**config.mk**
```make
export PLATFORM = sky130hd
export DESIGN_NAME = rangefinder_sample_capture
export DESIGN_NICKNAME = d
export VERILOG_FILES = /design/src/rtl/rangefinder_capture_pkg.sv /design/src/rtl/rangefinder_sample_dpram.sv /design/src/rtl/rangefinder_sample_capture.sv
export SDC_FILE = /design/constraint.sdc
export NUM_CORES = 2
export LEC_CHECK = 0
export BUFFER_PORTS_ARGS = -buffer_cell sky130_fd_sc_hd__buf_4
export CAP_MARGIN = 15
export CORE_MARGIN = 2
export CORE_UTILIZATION = 55
export CTS_BUF_LIST = sky130_fd_sc_hd__clkbuf_8
export DETAILED_ROUTE_END_ITERATION = 12
export PLACE_DENSITY = 0.74
export SYNTH_ARGS = -nofsm -noshare
export SYNTH_HDL_FRONTEND = slang
export SYNTH_SLANG_ARGS = --single-unit
```
**constraint.sdc**
```tcl
create_clock -name clk -period 6.32 [get_ports clk]
set_clock_uncertainty 0.15 [all_clocks]
set_input_delay 1.264 -clock clk [delete_from_list [all_inputs] [get_ports clk]]
set_output_delay 1.264 -clock clk [all_outputs]
set_load 0.1 [all_outputs]
```
**src/rtl/rangefinder_capture_pkg.sv**
```systemverilog
// Shared definitions for the rangefinder sample-capture block.
//   cap_state_t : capture sequencer states
//   CSR_*       : CSR indices within the CSR half of the Avalon window
//   CTRL_*      : CTRL register bit positions (arm, abort, irq enable)
//   STAT_*      : STAT register bit positions (busy, done, trig_lost)
package rangefinder_capture_pkg;

    typedef enum logic [2:0] {
        ST_IDLE,
        ST_FILL,
        ST_ARMED,
        ST_POST,
        ST_DONE
    } cap_state_t;

    localparam logic [1:0] CSR_CTRL = 2'd0;
    localparam logic [1:0] CSR_STAT = 2'd1;
    localparam logic [1:0] CSR_PRE  = 2'd2;
    localparam logic [1:0] CSR_TPTR = 2'd3;

    localparam int unsigned CTRL_ARM   = 0;
    localparam int unsigned CTRL_ABORT = 1;
    localparam int unsigned CTRL_IE    = 2;

    localparam int unsigned STAT_BUSY      = 0;
    localparam int unsigned STAT_DONE      = 1;
    localparam int unsigned STAT_TRIG_LOST = 2;

endpackage

```
**src/rtl/rangefinder_sample_dpram.sv**
```systemverilog
// Simple dual-port sample RAM: one write port, one registered read port.
//   clk   : clock
//   we    : write enable, waddr/wdata : write address/data
//   re    : read enable,  raddr       : read address
//   rdata : read data, valid the cycle after re (old data on same-address write)
module rangefinder_sample_dpram #(
    parameter int unsigned DATA_W = 8,
    parameter int unsigned ADDR_W = 8
) (
    input  logic              clk,
    input  logic              we,
    input  logic [ADDR_W-1:0] waddr,
    input  logic [DATA_W-1:0] wdata,
    input  logic              re,
    input  logic [ADDR_W-1:0] raddr,
    output logic [DATA_W-1:0] rdata
);

    logic [DATA_W-1:0] mem [0:(1 << ADDR_W)-1];

    always_ff @(posedge clk) begin
        if (we) begin
            mem[waddr] <= wdata;
        end
        if (re) begin
            rdata <= mem[raddr];
        end
    end

endmodule

```
**src/rtl/rangefinder_sample_capture.sv**
```systemverilog
// Triggered sample-capture buffer with an Avalon-MM slave.
//   clk, reset           : system clock, synchronous active-high reset
//   smp_valid, smp_data  : ADC sample stream
//   trig                 : trigger pulse
//   address              : MSB=1 sample window (trigger-aligned index), MSB=0 CSR in [1:0]
//   chipselect/read/write/writedata : Avalon slave inputs
//   readdata             : read data, latency 1, zero when no read was issued
//   irq                  : high while done && ie
module rangefinder_sample_capture
    import rangefinder_capture_pkg::*;
#(
    parameter int unsigned DATA_W = 8,
    parameter int unsigned ADDR_W = 8,
    parameter int unsigned CSR_W  = 32
) (
    input  logic              clk,
    input  logic              reset,
    input  logic              smp_valid,
    input  logic [DATA_W-1:0] smp_data,
    input  logic              trig,
    input  logic [ADDR_W:0]   address,
    input  logic              chipselect,
    input  logic              read,
    input  logic              write,
    input  logic [CSR_W-1:0]  writedata,
    output logic [CSR_W-1:0]  readdata,
    output logic              irq
);

    localparam int unsigned      DEPTH   = 1 << ADDR_W;
    localparam logic [CSR_W-1:0] PRE_MAX = CSR_W'(DEPTH - 1);
    localparam logic [ADDR_W:0]  DEPTH_V = (ADDR_W+1)'(DEPTH);
    localparam logic [ADDR_W:0]  ONE     = (ADDR_W+1)'(1);

    cap_state_t state, state_n;

    logic [ADDR_W-1:0] wr_ptr, fill_cnt, tptr, pre;
    logic [ADDR_W:0]   post_cnt, post_target;
    logic              ie, done, trig_lost;
    logic              ram_we, trig_take, trig_miss;
    logic              csr_wr, ctrl_wr, stat_wr, pre_wr, arm, abort, busy;
    logic              fill_last, post_last;
    logic              rd_valid, rd_sample;
    logic [CSR_W-1:0]  csr_rd, csr_q;
    logic              ram_re;
    logic [ADDR_W-1:0] ram_raddr;
    logic [DATA_W-1:0] ram_q;

    assign csr_wr  = chipselect & write & ~address[ADDR_W];
    assign ctrl_wr = csr_wr & (address[1:0] == CSR_CTRL);
    assign stat_wr = csr_wr & (address[1:0] == CSR_STAT);
    assign pre_wr  = csr_wr & (address[1:0] == CSR_PRE);
    assign abort   = ctrl_wr & writedata[CTRL_ABORT];
    assign arm     = ctrl_wr & writedata[CTRL_ARM] & ~writedata[CTRL_ABORT];
    assign busy    = (state == ST_FILL) || (state == ST_ARMED) || (state == ST_POST);

    // Samples to store from the trigger sample onward (1..DEPTH).
    assign post_target = DEPTH_V - {1'b0, pre};
    assign fill_last   = ({1'b0, fill_cnt} + ONE) == {1'b0, pre};
    assign post_last   = (post_cnt + ONE) == post_target;

    always_comb begin
        state_n   = state;
        ram_we    = 1'b0;
        trig_take = 1'b0;
        trig_miss = 1'b0;
        case (state)
            ST_IDLE: ;
            ST_FILL: begin
                ram_we    = smp_valid;
                trig_miss = trig;
                if (smp_valid && fill_last) state_n = ST_ARMED;
            end
            ST_ARMED: begin
                ram_we = smp_valid;
                if (trig) begin
                    trig_take = 1'b1;
                    state_n   = (smp_valid && post_target == ONE) ? ST_DONE : ST_POST;
                end
            end
            ST_POST: begin
                ram_we    = smp_valid;
                trig_miss = trig;
                if (smp_valid && post_last) state_n = ST_DONE;
            end
            ST_DONE: ;
            default: state_n = ST_IDLE;
        endcase
        if (arm) begin
            state_n   = (pre == '0) ? ST_ARMED : ST_FILL;
            ram_we    = 1'b0;
            trig_take = 1'b0;
            trig_miss = 1'b0;
        end
        if (abort) begin
            state_n   = ST_IDLE;
            ram_we    = 1'b0;
            trig_take = 1'b0;
            trig_miss = 1'b0;
        end
    end

    always_ff @(posedge clk) begin
        if (reset) begin
            state     <= ST_IDLE;
            wr_ptr    <= '0;
            fill_cnt  <= '0;
            post_cnt  <= '0;
            tptr      <= '0;
            pre       <= '0;
            ie        <= 1'b0;
            done      <= 1'b0;
            trig_lost <= 1'b0;
            rd_valid  <= 1'b0;
            rd_sample <= 1'b0;
            csr_q     <= '0;
        end else begin
            state <= state_n;
            if (ram_we) wr_ptr <= wr_ptr + 1'b1;
            if (state == ST_FILL && ram_we) fill_cnt <= fill_cnt + 1'b1;
            if (trig_take) begin
                tptr     <= wr_ptr;
                post_cnt <= smp_valid ? ONE : '0;
            end else if (state == ST_POST && ram_we) begin
                post_cnt <= post_cnt + ONE;
            end
            if (trig_miss) trig_lost <= 1'b1;
            if (stat_wr && writedata[STAT_DONE]) done <= 1'b0;
            // Completion wins over a same-cycle W1C.
            if (state_n == ST_DONE && state != ST_DONE) done <= 1'b1;
            if (ctrl_wr) ie <= writedata[CTRL_IE];
            if (pre_wr && !busy) begin
                pre <= (writedata > PRE_MAX) ? ADDR_W'(PRE_MAX) : writedata[ADDR_W-1:0];
            end
            if (arm) begin
                wr_ptr    <= '0;
                fill_cnt  <= '0;
                done      <= 1'b0;
                trig_lost <= 1'b0;
            end
            if (abort) done <= 1'b0;
            rd_valid  <= chipselect & read;
            rd_sample <= address[ADDR_W];
            csr_q     <= csr_rd;
        end
    end

    always_comb begin
        csr_rd = '0;
        case (address[1:0])
            CSR_CTRL: csr_rd[0] = ie;
            CSR_STAT: begin
                csr_rd[STAT_BUSY]      = busy;
                csr_rd[STAT_DONE]      = done;
                csr_rd[STAT_TRIG_LOST] = trig_lost;
            end
            CSR_PRE:  csr_rd[ADDR_W-1:0] = pre;
            default:  csr_rd[ADDR_W-1:0] = tptr;
        endcase
    end

    // Window index 0 maps to the oldest stored sample, PRE entries before the trigger.
    assign ram_re    = chipselect & read & address[ADDR_W];
    assign ram_raddr = tptr - pre + address[ADDR_W-1:0];

    rangefinder_sample_dpram #(
        .DATA_W(DATA_W),
        .ADDR_W(ADDR_W)
    ) u_ram (
        .clk   (clk),
        .we    (ram_we),
        .waddr (wr_ptr),
        .wdata (smp_data),
        .re    (ram_re),
        .raddr (ram_raddr),
        .rdata (ram_q)
    );

    // Both the RAM output and csr_q are registers; the final mux just picks
    // whichever one the previous cycle's access targeted.
    always_comb begin
        readdata = '0;
        if (rd_valid) begin
            readdata = rd_sample ? CSR_W'(ram_q) : csr_q;
        end
    end

    assign irq = done & ie;

endmodule

```
# After elaboration in Yosys (flattened, before gate mapping)
# Memory sizes are Yosys's and may differ from the RTL's. A register that Yosys moved wholly into a read port is not among the register bits.
# Index checks and enable logic that the tools add are counted.
dict set report totals {
  mem_count 1
  regBits 81
  mem_bits_rw 2048
}
# memory depth width rd rd_clocked_by_memory_dff write_ports line_no
set mem_list {}
lappend mem_list {u_ram.mem 256 8 1 1 1 rangefinder_sample_dpram.sv:19} ;# logic [DATA_W-1:0] mem [0:(1 << ADDR_W)-1];
dict set report op_classes {
  bitwise_logic 13
  muxes 31
  order_cmp 1
  n_reduce_logical 22
  n_eq_ne 11
  add_sub_neg 7
}
# operator count
set ops {}
lappend ops {{two-way mux 32 bit} 2}
lappend ops {{> comparator 32 x 8 -> 1 bit (second input constant)} 1}
lappend ops {{two-way mux 3 bit} 6}
lappend ops {{two-way mux 9 bit} 2}
lappend ops {{adder 8 x 1 -> 8 bit (second input constant)} 2}
lappend ops {{two-way mux 1 bit} 15}
lappend ops {{one-hot mux 3 bit (4 select lines)} 1}
lappend ops {{AND 1 bit} 11}
lappend ops {{one-hot mux 5 bit (2 select lines)} 1}
lappend ops {{adder 8 x 1 -> 9 bit (second input constant)} 1}
lappend ops {{adder 9 x 1 -> 9 bit (second input constant)} 1}
lappend ops {{equality test 9 x 1 -> 1 bit (second input constant)} 1}
lappend ops {{equality test 9 x 8 -> 1 bit} 1}
lappend ops {{equality test 9 bit} 1}
lappend ops {{subtractor 9 x 8 -> 9 bit (first input constant)} 1}
lappend ops {{adder 8 bit} 1}
lappend ops {{logical AND 1 bit} 8}
lappend ops {{zero test 8 bit} 1}
lappend ops {{two-way mux 8 bit} 1}
lappend ops {{OR reduction 2 bit} 4}
lappend ops {{subtractor 8 bit} 1}
lappend ops {{equality test 3 x 2 -> 1 bit (second input constant)} 2}
lappend ops {{equality test 3 bit (second input constant)} 2}
lappend ops {{one-hot mux 2 bit (3 select lines)} 1}
lappend ops {{13 further kinds} 17}

# Longest topological paths before layout
dict set report logic_depth {
  ltp_word 11
  mapped_depth 16
  depth_no_buf 12
}

# By module
# From an unflattened synthesis, not the netlist that was laid out.
dict set report unflattened {
  cells_unflattened 4238
  area_unflattened_um2 83702.8
}
# module seq_area_each_um2 area_per_inst_um2 instances cells_per_inst
set modules_own_cells {}
lappend modules_own_cells {rangefinder_sample_dpram 61739.2 79636.4 1 3733}
lappend modules_own_cells {rangefinder_sample_capture 1141.1 4066.4 1 505}

# Worst setup path after synthesis
# Ideal clock, no wire load.
dict set report synth_timing {
  path_kind {input port to flip-flop}
  start {input port address[1]}
  end {register u_ram.rdata[1], read port of u_ram.mem (data pin)}
  setup_slack_ps 1399
  t_arrival_ps 4500
  t_required_ps 5899
  setup_ps 271
  cell_stages 12
  cell_sequence {inv_1 -> fa_1 -> inv_1 -> fa_1 -> buf_2 -> buf_2 -> buf_2 -> clkbuf_1 -> mux4_2 -> mux4_2 -> a2111oi_0 -> nor4_1}
}
dict set report synth_via {
  elab_chain_cells 1
}
# item line_no
set synth_lines {}
lappend synth_lines {{start, declared} rangefinder_sample_capture.sv:21} ;# input logic [ADDR_W:0] address,
lappend synth_lines {{adder 8 bit} rangefinder_sample_capture.sv:164} ;# assign ram_raddr = tptr - pre + address[ADDR_W-1:0];
lappend synth_lines {{end, declared} rangefinder_sample_dpram.sv:16} ;# output logic [DATA_W-1:0] rdata
# No other way between the ends.
# A chain may end at the register's enable or synchronous reset.

# Final worst setup path
dict set report layout_timing {
  start {register pre[2]}
  end {register u_ram.rdata[1], read port of u_ram.mem (data pin)}
}
dict set report layout_via {
  elab_chain_cells 2
}
# item line_no
set layout_lines {}
lappend layout_lines {{start, declared} rangefinder_sample_capture.sv:37} ;# logic [ADDR_W-1:0] wr_ptr, fill_cnt, tptr, pre;
lappend layout_lines {{start signal, assigned} rangefinder_sample_capture.sv:133} ;# pre <= (writedata > PRE_MAX) ? ADDR_W'(PRE_MAX) : writedata[ADDR_W-1:0];
lappend layout_lines {{subtractor 8 bit} rangefinder_sample_capture.sv:164}
lappend layout_lines {{adder 8 bit} rangefinder_sample_capture.sv:164}
# No other way between the ends.

==> impl_table.tex <==
\begin{tabular}{lr}
\hline
Metric & Value \\
\hline
\multicolumn{2}{l}{\textbf{Outcome}} \\
Run status & complete, no violations \\
\multicolumn{2}{l}{\textbf{Clocking}} \\
TritonCTS buffer count & roughly 340 \\
TritonCTS clock tree & done \\
Clock root buffer master & clkbuf\_8 \\
Clock transition at the registers of the reported paths & approximately 0.060 ns \\
Worst-skew pair later-pin latency & $\sim$1.0 ns \\
Sink Count & roughly 2100 \\
Number of hold buffers added after cts & 0 \\
Bufs on Longest Clock Path & 4 \\
Post-CTS Setup Bufs & 0 \\
CTS H-tree depth & 5 \\
Number of resized instances in the post-cts repair step & 0 \\
\multicolumn{2}{l}{\textbf{Worst setup path}} \\
Endpoint class of the critical path & register \\
Sort of element at the start of the critical path & register \\
Worst setup path category & register to register \\
Slowest Stage Delay on Critical Path & between 0.7 and 0.8 ns \\
Arrival time of data at the critical path endpoint & between 5 and 6 ns \\
Buf/Inv on CP & 1 \\
CP delay by family, top & compound AO/OA/AOI/OAI gates \\
Largest driver fanout on the critical path & 20 \\
Sequence of cells on the critical path & fa\_1, inv\_1, ha\_1, o21a\_1, a211o\_1, a221o\_1, and3\_1, a22oi\_1, a41oi\_1, nor4\_1 \\
Required time of the worst setup path & around 7 ns \\
Crit-path slowest cell & a221o\_1 \\
\multicolumn{2}{l}{\textbf{Placement}} \\
Number of instances in the placed design & about 6300 \\
Post-DP HPWL & about 110 mm \\
Gp weighted congestion & between 0.8 and 0.9 \\
PortBufs & 64 \\
\multicolumn{2}{l}{\textbf{Logic synthesis}} \\
Synth unique cells & 67 \\
Post-synthesis register bit count & about 2100 \\
Portion of synthesized cell area occupied by the leading cell type & between 70\% and 80\% \\
Number of synthesis warnings & 0 \\
Main area contributors after synthesis & edfxtp\_1 73\%, mux4\_2 15\%, nand2\_1 1.7\% \\
Number of synthesized flops with an enable pin & 2056 \\
Most used DFF post-synth & edfxtp\_1 \\
Async set-reset flop share out of synthesis & 0\% \\
Cell area after synthesis & $\sim$84000 sq um \\
Yosys top cell by area & edfxtp\_1 \\
Synthesized area divided by synthesized cell count & approximately 19 sq um \\
Part of the Yosys area used for sequential elements & between 70\% and 80\% \\
Number of instances in the synthesized netlist & $\sim$4300 \\
\multicolumn{2}{l}{\textbf{STA}} \\
Final setup vio count & 0 \\
Number of max-slew violations in the final report & 0 \\
Worst slew pin tran & 1.24 ns \\
Final sum of negative setup slack & 0 ns \\
Crit share post-route & a little over four fifths \\
Final Critical Period & approximately 5.3 ns \\
Endpoints failing hold & 0 \\
Worst slew margin relative to its limit & $\sim$17\% \\
Achievable clock frequency & 189 MHz \\
RSZ-0062 raised after global routing & no \\
\multicolumn{2}{l}{\textbf{Pwr}} \\
Internal power summed over all cells & roughly 0.022 W \\
Power density of the placed cells & around 310 nW/um\^{}2 \\
Cell leakage power & between 20 and 30 nW \\
Total power & between 0.02 and 0.03 W \\
Max rail drop VDD & between 0.2 and 0.25 mV \\
Net switching fraction of the power & around 25\% \\
Combinational share of power & a little over a tenth \\
Part of the power in the clock network & 36.3\% \\
Reported net switching power & about 0.007 W \\
Relative contribution of sequential cells to total power & 53.0\% \\
\multicolumn{2}{l}{\textbf{GRT}} \\
Global Route met3 Usage & 6.18\% \\
GR peak layer & met2 \\
First-pass GRT wire length & between 200 and 300 mm \\
Vias in the first global route & 43700 \\
Number of antenna violations at the first check in global routing & 4 \\
GR Overflow Total & 0 \\
Pin count of the biggest net entering global routing & about 160 \\
GR met2 Demand/Resource & 38.9\% \\
Total global routing track utilization & approximately a quarter \\
GR Util met1 & 36.3\% \\
\multicolumn{2}{l}{\textbf{Finish}} \\
Final cell count without fillers & 6827 \\
Utilization of the core after routing & roughly 61\% \\
Number of nets in the finished design & 4642 \\
Count of fill cells added during filler insertion & $\sim$10000 \\
Area growth syn-to-layout & 10.8\% \\
Fraction of final layout cells with drive strength greater than 1 & between 20\% and 30\% \\
\multicolumn{2}{l}{\textbf{Die}} \\
Area of the die & 156000 sq um \\
Initial cell density of the core & around 55\% \\
I/O pin cnt & 89 \\
Die W & 395 um \\
Y dimension of the die & roughly 390 um \\
Number of standard-cell rows in the floorplan & $\sim$140 \\
Area of the core & approximately 150000 sq um \\
\multicolumn{2}{l}{\textbf{Routing}} \\
Drc violations & 0 \\
Antenna violation net count after detailed routing & 0 \\
Final routed wirelength across all metal layers & 198 mm \\
DRC marker count from the first detailed-route iteration & 5802 \\
Vias per cell & between 6 and 7 \\
First-pass iteration count of the detailed router & 6 \\
Vias & roughly 43000 \\
Routed wire per std cell & a little under 30 um \\
\multicolumn{2}{l}{\textbf{Run}} \\
Max cap viols & 0 \\
\multicolumn{2}{l}{\textbf{Worst hold path}} \\
Path class of the lowest-slack min-delay path & primary input to register \\
\hline
\end{tabular}
[power by group through the flow]
stage	Sequential, W	Combinational (W)	Clock [W]
5_1_grt	0.0154	0.00325	0.0113
3_3_place_gp	0.0157	0.00304	0
6_report	0.0154	0.00311	0.0105
2_1_floorplan	0.0157	0.00182	0
3_5_place_dp	0.0157	0.00308	0
4_1_cts	0.0154	0.00309	0.0107
[logic make-up (layout without fill, tap and decap cells)]
group / Yosys count / after routing / synth area share (%)
multiplexers: 587 / 587 / 15.4
buffers and inverters: 336 / 797 / 1.77
XOR/XNOR: 43 / 43 / 0.497
other: 1 / 25 / 0.00446
AO/OA/AOI/OAI: 260 / 260 / 2.19
adder cells (fa/ha/maj): 23 / 23 / 0.405
flip-flops: 2113 / 2113 / 74.8
AND/OR/NAND/NOR: 949 / 949 / 4.93
[cell usage after synthesis, types with 33 or more instances]
cell      instances
o21ai_0          77
a22oi_1          33
buf_2            60
clkbuf_1        164
edfxtp_1       2056
dfxtp_1          57
nor2_1          321
nand2_1         390
and2_1           41
buf_4            38
inv_1            51
mux4_2          560
nand4_1          69
[per-stage QoR]
step / hold WS [ns] / instance area (sq um) / worst slack (ns)
after floorplan: 0.291 / 84100 / 1.40
after global placement: 0.321 / 87200 / 0.00581
after detailed placement: 0.326 / 87200 / 0.0191
after CTS: 0.244 / 93100 / 1.06
after global routing: 0.295 / 93100 / 0.923
final: 0.318 / 93100 / 1.03
[layout make-up]
class | instances | area (sq um) | area share, %
Sequential cell | 2113 | 62900 | 67.5
Multi-Input combinational cell | 1886 | 19900 | 21.3
Clock buffer | 341 | 4690 | 5.04
Tap cell | 2030 | 2540 | 2.73
Timing Repair Buffer | 176 | 1750 | 1.87
Clock inverter | 229 | 1200 | 1.29
Inverter | 51 | 191 | 0.206
Antenna cell | 1 | 2.50 | 0.00269
[worst reg2reg max path: stages (launching register included)]
cell and delay (ns):
dfxtp_1 0.62, fa_1 0.50, inv_1 0.07, ha_1 0.35, o21a_1 0.28, a211o_1 0.39, a221o_1 0.72, and3_1 0.53
a22oi_1 0.71, a41oi_1 0.41, nor4_1 0.39
[path summary, 6_finish.rpt]
check | from | to | slack, ns | depth (start not counted)
worst max register to register | pre[2] | u_ram.rdata[1] | 1.03 | 10
worst min-delay path | read | rd_valid | 0.32 | 3
worst max-delay path | pre[2] | u_ram.rdata[1] | 1.03 | 10
worst min register to register | trig_lost | trig_lost | 0.34 | 2
[state kept, by name (all words and copies together), names as in the netlist]
signal and flops:
fill_cnt 8, csr_q 8, ie 1, u_ram.rdata 8, state 3, pre 8
u_ram.mem 2048, rd_valid 1, done 1, trig_lost 1, post_cnt 9, tptr 8
rd_sample 1, wr_ptr 8
[placed cells by master (no fill, tap or decap), drive strengths merged, types with 21 or more instances in the layout]
master  count
a211o      21
a21oi      29
a221oi     25
a22oi      33
and2       41
buf       168
clkbuf    349
clkinv     99
conb       24
dfxtp      57
edfxtp   2056
inv       162
mux2i      25
mux4      561
nand2     390
nand3      26
nand4      69
nor2      321
nor2b      21
o21ai      77
xnor2      31
[metal layers]
metal  vias to the layer above  share of wire (%)
met4                         2                3.2
met1                     22600                 39
met3                       397                 10
met2                      2507                 47
met5                         -             0.0051
li1                      17900                  -
No activity file was read; power rests on OpenSTA's default activity.
